--- config.mk ---
export PLATFORM = sky130hd
export DESIGN_NAME = bsg_manycore_fifo_req_issue_queue
export DESIGN_NICKNAME = d
export VERILOG_FILES = /design/src/rtl/bsg_manycore_fifo_req_issue_queue.sv
export SDC_FILE = /design/constraint.sdc
export NUM_CORES = 1
export LEC_CHECK = 0
export BUFFER_PORTS_ARGS = -buffer_cell sky130_fd_sc_hd__buf_4
export CAP_MARGIN = 10
export CORE_MARGIN = 4
export CORE_UTILIZATION = 51
export DETAILED_ROUTE_END_ITERATION = 8
export MAX_ROUTING_LAYER = met4
export PLACE_DENSITY = 0.82
export SLEW_MARGIN = 0
export SYNTH_ARGS = -nofsm -noshare
export SYNTH_HDL_FRONTEND = slang
export SYNTH_SLANG_ARGS = --single-unit
export TNS_END_PERCENT = 20
--- constraint.sdc ---
create_clock -name clk_i -period 6.2 [get_ports clk_i]
set_input_delay 1.86 -clock clk_i [delete_from_list [all_inputs] [get_ports clk_i]]
set_output_delay 1.86 -clock clk_i [all_outputs]
set_load 0.005 [all_outputs]
--- src/rtl/bsg_manycore_fifo_req_issue_queue.sv ---
// Credit-aware outgoing request queue feeding the endpoint_req port of the manycore endpoint.
// It buffers fifo-format request packets and caps the number of requests in flight at
// max_out_p. Issued requests are counted against returned responses. A fence drains the
// queue, waits for every response to return, and then pulses fence_done_o for one cycle.
//
// Ports:
//   clk_i, reset_n_i          clock, asynchronous active-low reset
//   enq_v_i/enq_data_i        producer packet in; enq_ready_o is high when it is accepted
//   endpoint_req_o/_v_o       head packet out; endpoint_req_ready_i accepts it (an issue)
//   mc_rsp_v_i/mc_rsp_ready_i monitored response handshake; each handshake retires one request
//   fence_i                   fence request, sampled only in RUN
//   fence_done_o              one-cycle pulse when a fence completes
//   outstanding_o             number of requests in flight
//   idle_o                    queue empty and nothing in flight
//   err_o                     sticky flag: a response arrived with nothing outstanding
module bsg_manycore_fifo_req_issue_queue #(
    parameter int unsigned fifo_width_p = 128,
    parameter int unsigned els_p        = 4,
    parameter int unsigned max_out_p    = 32,
    parameter int unsigned cnt_width_lp = $clog2(max_out_p + 1)
) (
    input  logic                    clk_i,
    input  logic                    reset_n_i,
    input  logic                    enq_v_i,
    input  logic [fifo_width_p-1:0] enq_data_i,
    output logic                    enq_ready_o,
    output logic [fifo_width_p-1:0] endpoint_req_o,
    output logic                    endpoint_req_v_o,
    input  logic                    endpoint_req_ready_i,
    input  logic                    mc_rsp_v_i,
    input  logic                    mc_rsp_ready_i,
    input  logic                    fence_i,
    output logic                    fence_done_o,
    output logic [cnt_width_lp-1:0] outstanding_o,
    output logic                    idle_o,
    output logic                    err_o
);

    localparam int unsigned ptr_width_lp   = $clog2(els_p);
    localparam int unsigned count_width_lp = $clog2(els_p + 1);

    localparam logic [ptr_width_lp-1:0]   last_ptr_lp = ptr_width_lp'(els_p - 1);
    localparam logic [count_width_lp-1:0] els_lp      = count_width_lp'(els_p);
    localparam logic [cnt_width_lp-1:0]   max_out_lp  = cnt_width_lp'(max_out_p);

    typedef enum logic [1:0] {StRun, StDrain, StWait} state_e;

    state_e                    state_q, state_d;
    logic [fifo_width_p-1:0]   mem_q [els_p];
    logic [ptr_width_lp-1:0]   rd_ptr_q, rd_ptr_d, wr_ptr_q, wr_ptr_d;
    logic [count_width_lp-1:0] count_q, count_d;
    logic [cnt_width_lp-1:0]   outstanding_q, outstanding_d;
    logic                      err_q, err_d;
    logic                      fence_done_q, fence_done_d;
    logic                      enq, issue, rsp;

    // State register
    always_ff @(posedge clk_i or negedge reset_n_i) begin
        if (!reset_n_i) begin
            state_q       <= StRun;
            rd_ptr_q      <= '0;
            wr_ptr_q      <= '0;
            count_q       <= '0;
            outstanding_q <= '0;
            err_q         <= 1'b0;
            fence_done_q  <= 1'b0;
        end else begin
            state_q       <= state_d;
            rd_ptr_q      <= rd_ptr_d;
            wr_ptr_q      <= wr_ptr_d;
            count_q       <= count_d;
            outstanding_q <= outstanding_d;
            err_q         <= err_d;
            fence_done_q  <= fence_done_d;
        end
    end

    // Packet storage needs no reset; validity is tracked by count_q.
    always_ff @(posedge clk_i) begin
        if (enq) begin
            mem_q[wr_ptr_q] <= enq_data_i;
        end
    end

    // Handshakes
    always_comb begin
        enq_ready_o      = (count_q < els_lp) && (state_q == StRun);
        endpoint_req_v_o = (count_q != '0) && (outstanding_q < max_out_lp) && (state_q != StWait);
        endpoint_req_o   = mem_q[rd_ptr_q];
        enq              = enq_v_i && enq_ready_o;
        issue            = endpoint_req_v_o && endpoint_req_ready_i;
        rsp              = mc_rsp_v_i && mc_rsp_ready_i;
    end

    // Datapath next state: pointers, occupancy, credit counter
    always_comb begin
        rd_ptr_d      = rd_ptr_q;
        wr_ptr_d      = wr_ptr_q;
        count_d       = count_q;
        outstanding_d = outstanding_q;
        err_d         = err_q;

        if (enq) begin
            wr_ptr_d = (wr_ptr_q == last_ptr_lp) ? '0 : wr_ptr_q + 1'b1;
        end
        if (issue) begin
            rd_ptr_d = (rd_ptr_q == last_ptr_lp) ? '0 : rd_ptr_q + 1'b1;
        end
        if (enq && !issue) begin
            count_d = count_q + 1'b1;
        end else if (!enq && issue) begin
            count_d = count_q - 1'b1;
        end

        if (issue && !rsp) begin
            outstanding_d = outstanding_q + 1'b1;
        end else if (!issue && rsp) begin
            // A response with no request in flight is a protocol error; keep the counter at 0.
            if (outstanding_q == '0) begin
                err_d = 1'b1;
            end else begin
                outstanding_d = outstanding_q - 1'b1;
            end
        end
    end

    // FSM next state
    always_comb begin
        state_d = state_q;
        unique case (state_q)
            StRun:   if (fence_i) state_d = StDrain;
            // Uses registered count, so the final issue moves us on the following cycle.
            StDrain: if (count_q == '0) state_d = StWait;
            StWait:  if (outstanding_q == '0) state_d = StRun;
            default: state_d = StRun;
        endcase
    end

    // FSM outputs: the done pulse is registered so it appears in the first RUN cycle
    always_comb begin
        fence_done_d = (state_q == StWait) && (outstanding_q == '0);
        fence_done_o = fence_done_q;
        outstanding_o = outstanding_q;
        idle_o        = (count_q == '0) && (outstanding_q == '0);
        err_o         = err_q;
    end

endmodule
==> key figures <==
Final layout
  • Fraction of final layout cells sized beyond drive strength 1: between 40% and 50%
  • Layout overhead on the synthesized area: 22.8%
  • Number of nets at the end of the flow: 1228

Hold path
  • Number of cells traversed by the worst hold path: 1
  • Hold worst-path end: err_o
  • Origin of the worst min-delay path: err_o
  • Hold Crit Class: flop to flop

Routing
  • Met3 WL: ~3.4 mm
  • DRC errors left: 0
  • Routed WL per cell: roughly 23 um
  • Antenna viol nets, final: 0
  • Top sig layer: met4
  • Total wirelength of the detailed-routed design: between 30 and 40 mm
  • Metal-1 WL: 14.9 mm
  • Number of optimization iterations in the first detailed-route pass: 5
  • Via count: a little under 9k
  • Detailed-route vias per instance: roughly 5.5
  • Number of DRC markers after the initial detailed-route iteration: about 630
  • Met2 routed wirelength: between 15 and 20 mm

Worst setup path
  • Reg2reg end: outstanding_o[5]
  • Required time worst endpoint: 4340 ps
  • Startpoint-to-endpoint class of the critical path: flop to output port
  • Register-to-register path setup slack: around 3100 ps
  • Worst reg2reg path startpoint: count_q[0]
  • Data arrival, critical path: about 2900 ps
  • Kind of capture point of the worst setup path: output port
  • Worst reg-to-reg path cell count: 10
  • Startpoint class of the critical path: flop
  • Largest fanout of any net on the critical path: 39

Global routing
  • Wire length of the first global-routing pass: 57.2 mm
  • Initial antenna violation count: 0
  • Pin count of the biggest net entering global routing: 86
  • Overall track demand over capacity in global routing: about a fifth
  • Sum of overflow across all layers after global routing: 0
  • Vias in the first global route: ~9.5k

STA
  • Max-slew violation count: 0
  • Max Clock Skew: about 15 ps
  • Tightest Pin Transition: roughly 1100 ps
  • Fin. Hold Viols: 0
  • Share of the clock period used by the worst path after layout: 76.3%
  • Final total negative setup slack: 0 ps
  • Number of endpoints failing setup at the final stage: 0
  • RSZ-0062 raised after global routing: no
  • Min Tclk post-route: ~4700 ps
  • Maximum clock frequency: about 210 MHz
  • Headroom to the max-slew limit: between 20% and 30%

Synth
  • Compound-cell area share of the yosys netlist: less than 1%
  • Mapped Avg Cell Area: around 25 um^2
  • Total of flip-flops plus latches after synthesis: 529
  • Largest cells by area after synthesis: sky130_fd_sc_hd__edfxtp_1 79%, sky130_fd_sc_hd__mux4_2 15%, sky130_fd_sc_hd__dfrtp_1 2.2%
  • Adder-cell area share of the yosys netlist: 0.975%
  • Number of standard cells after synthesis: 773
  • Number of flops mapped to enable cells by yosys: a little over 500
  • Proportion of synthesized flip-flops having asynchronous set or reset: 3.21%
  • Top-area cell type share of the netlist area: 78.8%
  • Yosys warning total: 0
  • Prevailing post-synth register cell: sky130_fd_sc_hd__edfxtp_1
  • Post-synthesis share of cell area spent on and, or, nand and nor gates: under 10%
  • Xor/xnor share of the synthesized area: less than 1%
  • Summed instance area of the synthesized netlist: between 15000 and 20000 um^2
  • Share of the yosys chip area belonging to registers: between 80% and 90%
  • Post-synth net total: around 920
  • Proportion of synthesized area in mux cells: 15.1%
  • Leading cell type by number of instances after synthesis: sky130_fd_sc_hd__edfxtp_1
  • Synth cell count leaders: 512 x sky130_fd_sc_hd__edfxtp_1, 128 x sky130_fd_sc_hd__mux4_2, 17 x sky130_fd_sc_hd__dfrtp_1
  • Yosys cell types: 36
  • Yosys top cell by area: sky130_fd_sc_hd__edfxtp_1
  • Largest family of logic cells by synthesized area: multiplexers

Clocking
  • Post-CTS setup buffer count: 0
  • Clock slew at reported path FFs: about 60 ps
  • Resized cells post-CTS: 0
  • Cts bufs inserted: 53
  • Number of buffers between clock root and the deepest sink: 3
  • CTS H-tree depth: 2
  • CTS tree: built
  • Hold bufs inserted after CTS: 0
  • Clock insertion delay at the later pin of the skew report: just under 600 ps
  • CTS root buffer: sky130_fd_sc_hd__clkbuf_16
  • Number of clock sinks seen by CTS: approximately 530

Power
  • Seq pwr share: a little over two fifths
  • Post-layout total power: 10400 uW
  • Combinational Power Share: 26.9%
  • Power per unit of standard cell area: between 400 and 500 nW/um^2
  • Proportion of power drawn by the clock network: a little under a third
  • Worst vdd rail ir drop: about 0.33 mV
  • Leak Pwr: between 0.008 and 0.009 uW
  • Internal portion of total power: around 7700 uW
  • Switch Pwr: between 2000 and 3000 uW
  • Sw Share: between 20% and 30%

Floorplanning
  • Initial cell density of the core: approximately half
  • Vertical extent of the die: approximately 200 um
  • Top Ports: about 270
  • Core region area: around 38000 um^2
  • Row Count: between 70 and 80
  • Die Area: 41400 um^2
  • Width of the die: between 200 and 250 um

Place
  • Placer congestion estimate: between 0.7 and 0.8
  • Total half-perimeter wirelength after legalization and detailed placement: approximately 22 mm
  • Buffers on Ports: about 270

Run status
  • Outcome: completed

Job
  • Number of maximum-capacitance violations: 0
==> metrics by stage <==
stage               hold WS, ps  instances  util [%]  setup WS [ps]  area, um^2
floorplan                   449        773         -            840       19500
global placement            467       1535      59.0           2000       22200
detailed placement          462       1535      59.0           1990       22200
CTS                         480       1635      63.6           1350       23900
global route                497       1635      63.6           1220       23900
finish                      483       1636      63.6           1470       24000
==> area by class of cell <==
cell class	instances	area, um^2
flip-flops and latches	529	15800
fillers	2499	13700
multi-input cells	207	3540
repair buffers	282	2200
clock buffers	64	1410
well taps	511	639
clock inverters	36	322
inverters	6	22.5
diodes	1	2.50
==> per-layer routing <==
metal	track usage, %	vias to the layer above
li1	-	3923
met1	25.2	4638
met2	27.8	322
met3	5.95	62
met4	5.54	0
met5	-	-
==> layout by cell type, fill, tap and decap left out, drive strengths merged, types with 2 or more instances in the layout <==
master / count
edfxtp: 512
buf: 282
mux4: 128
clkbuf: 64
clkinv: 25
dfrtp: 17
ha: 12
nand2: 9
inv: 8
and3: 8
nor2: 6
o21ai: 6
bufinv: 5
nor3: 5
xor2: 4
clkinvlp: 4
a21o: 4
and2: 4
mux2: 4
xnor2: 3
a211oi: 2
a21oi: 2
fa: 2
a2111oi: 2
==> kinds of logic after synthesis <==
| group | after synthesis |
|---|---|
| and+or+nand+nor | 35 |
| DFF | 529 |
| buffers and inverters | 37 |
| AOI/OAI and AO/OA | 18 |
| xor gates and xnor gates | 7 |
| muxes | 133 |
| adders and majority gates | 14 |
==> state kept, by name (all words and copies together) (netlist names) <==
name	flops
mem_q	512
outstanding_o	6
count_q	3
rd_ptr_q	2
state_q	2
wr_ptr_q	2
err_o	1
fence_done_o	1
==> power by group through the flow <==
stage               registers (uW)  clock network (uW)  logic (uW)
global route                  4530                3360        3030
floorplan                     4410                   0        1700
global placement              4550                   0        2800
detailed placement            4570                   0        2840
finish                        4480                3120        2800
CTS                           4500                3190        2860
==> worst max-delay path, stage by stage (launching register included) <==
cell and delay [ps]:
sky130_fd_sc_hd__dfrtp_4 960, sky130_fd_sc_hd__buf_4 520, sky130_fd_sc_hd__mux4_2 590, sky130_fd_sc_hd__buf_4 160
==> how the worst max path moves through the flow <==
stage / startpoint / endpoint / cells after the start
2_1_floorplan: enq_v_i / mem_q[3][0] / 1
3_3_place_gp: rd_ptr_q[0] / endpoint_req_o[3] / 3
3_5_place_dp: rd_ptr_q[0] / endpoint_req_o[13] / 3
4_1_cts: rd_ptr_q[0] / endpoint_req_o[119] / 3
5_1_grt: rd_ptr_q[0] / endpoint_req_o[119] / 3
6_report: rd_ptr_q[0] / endpoint_req_o[119] / 3
Note: power is estimated with default switching activity, not from simulation.
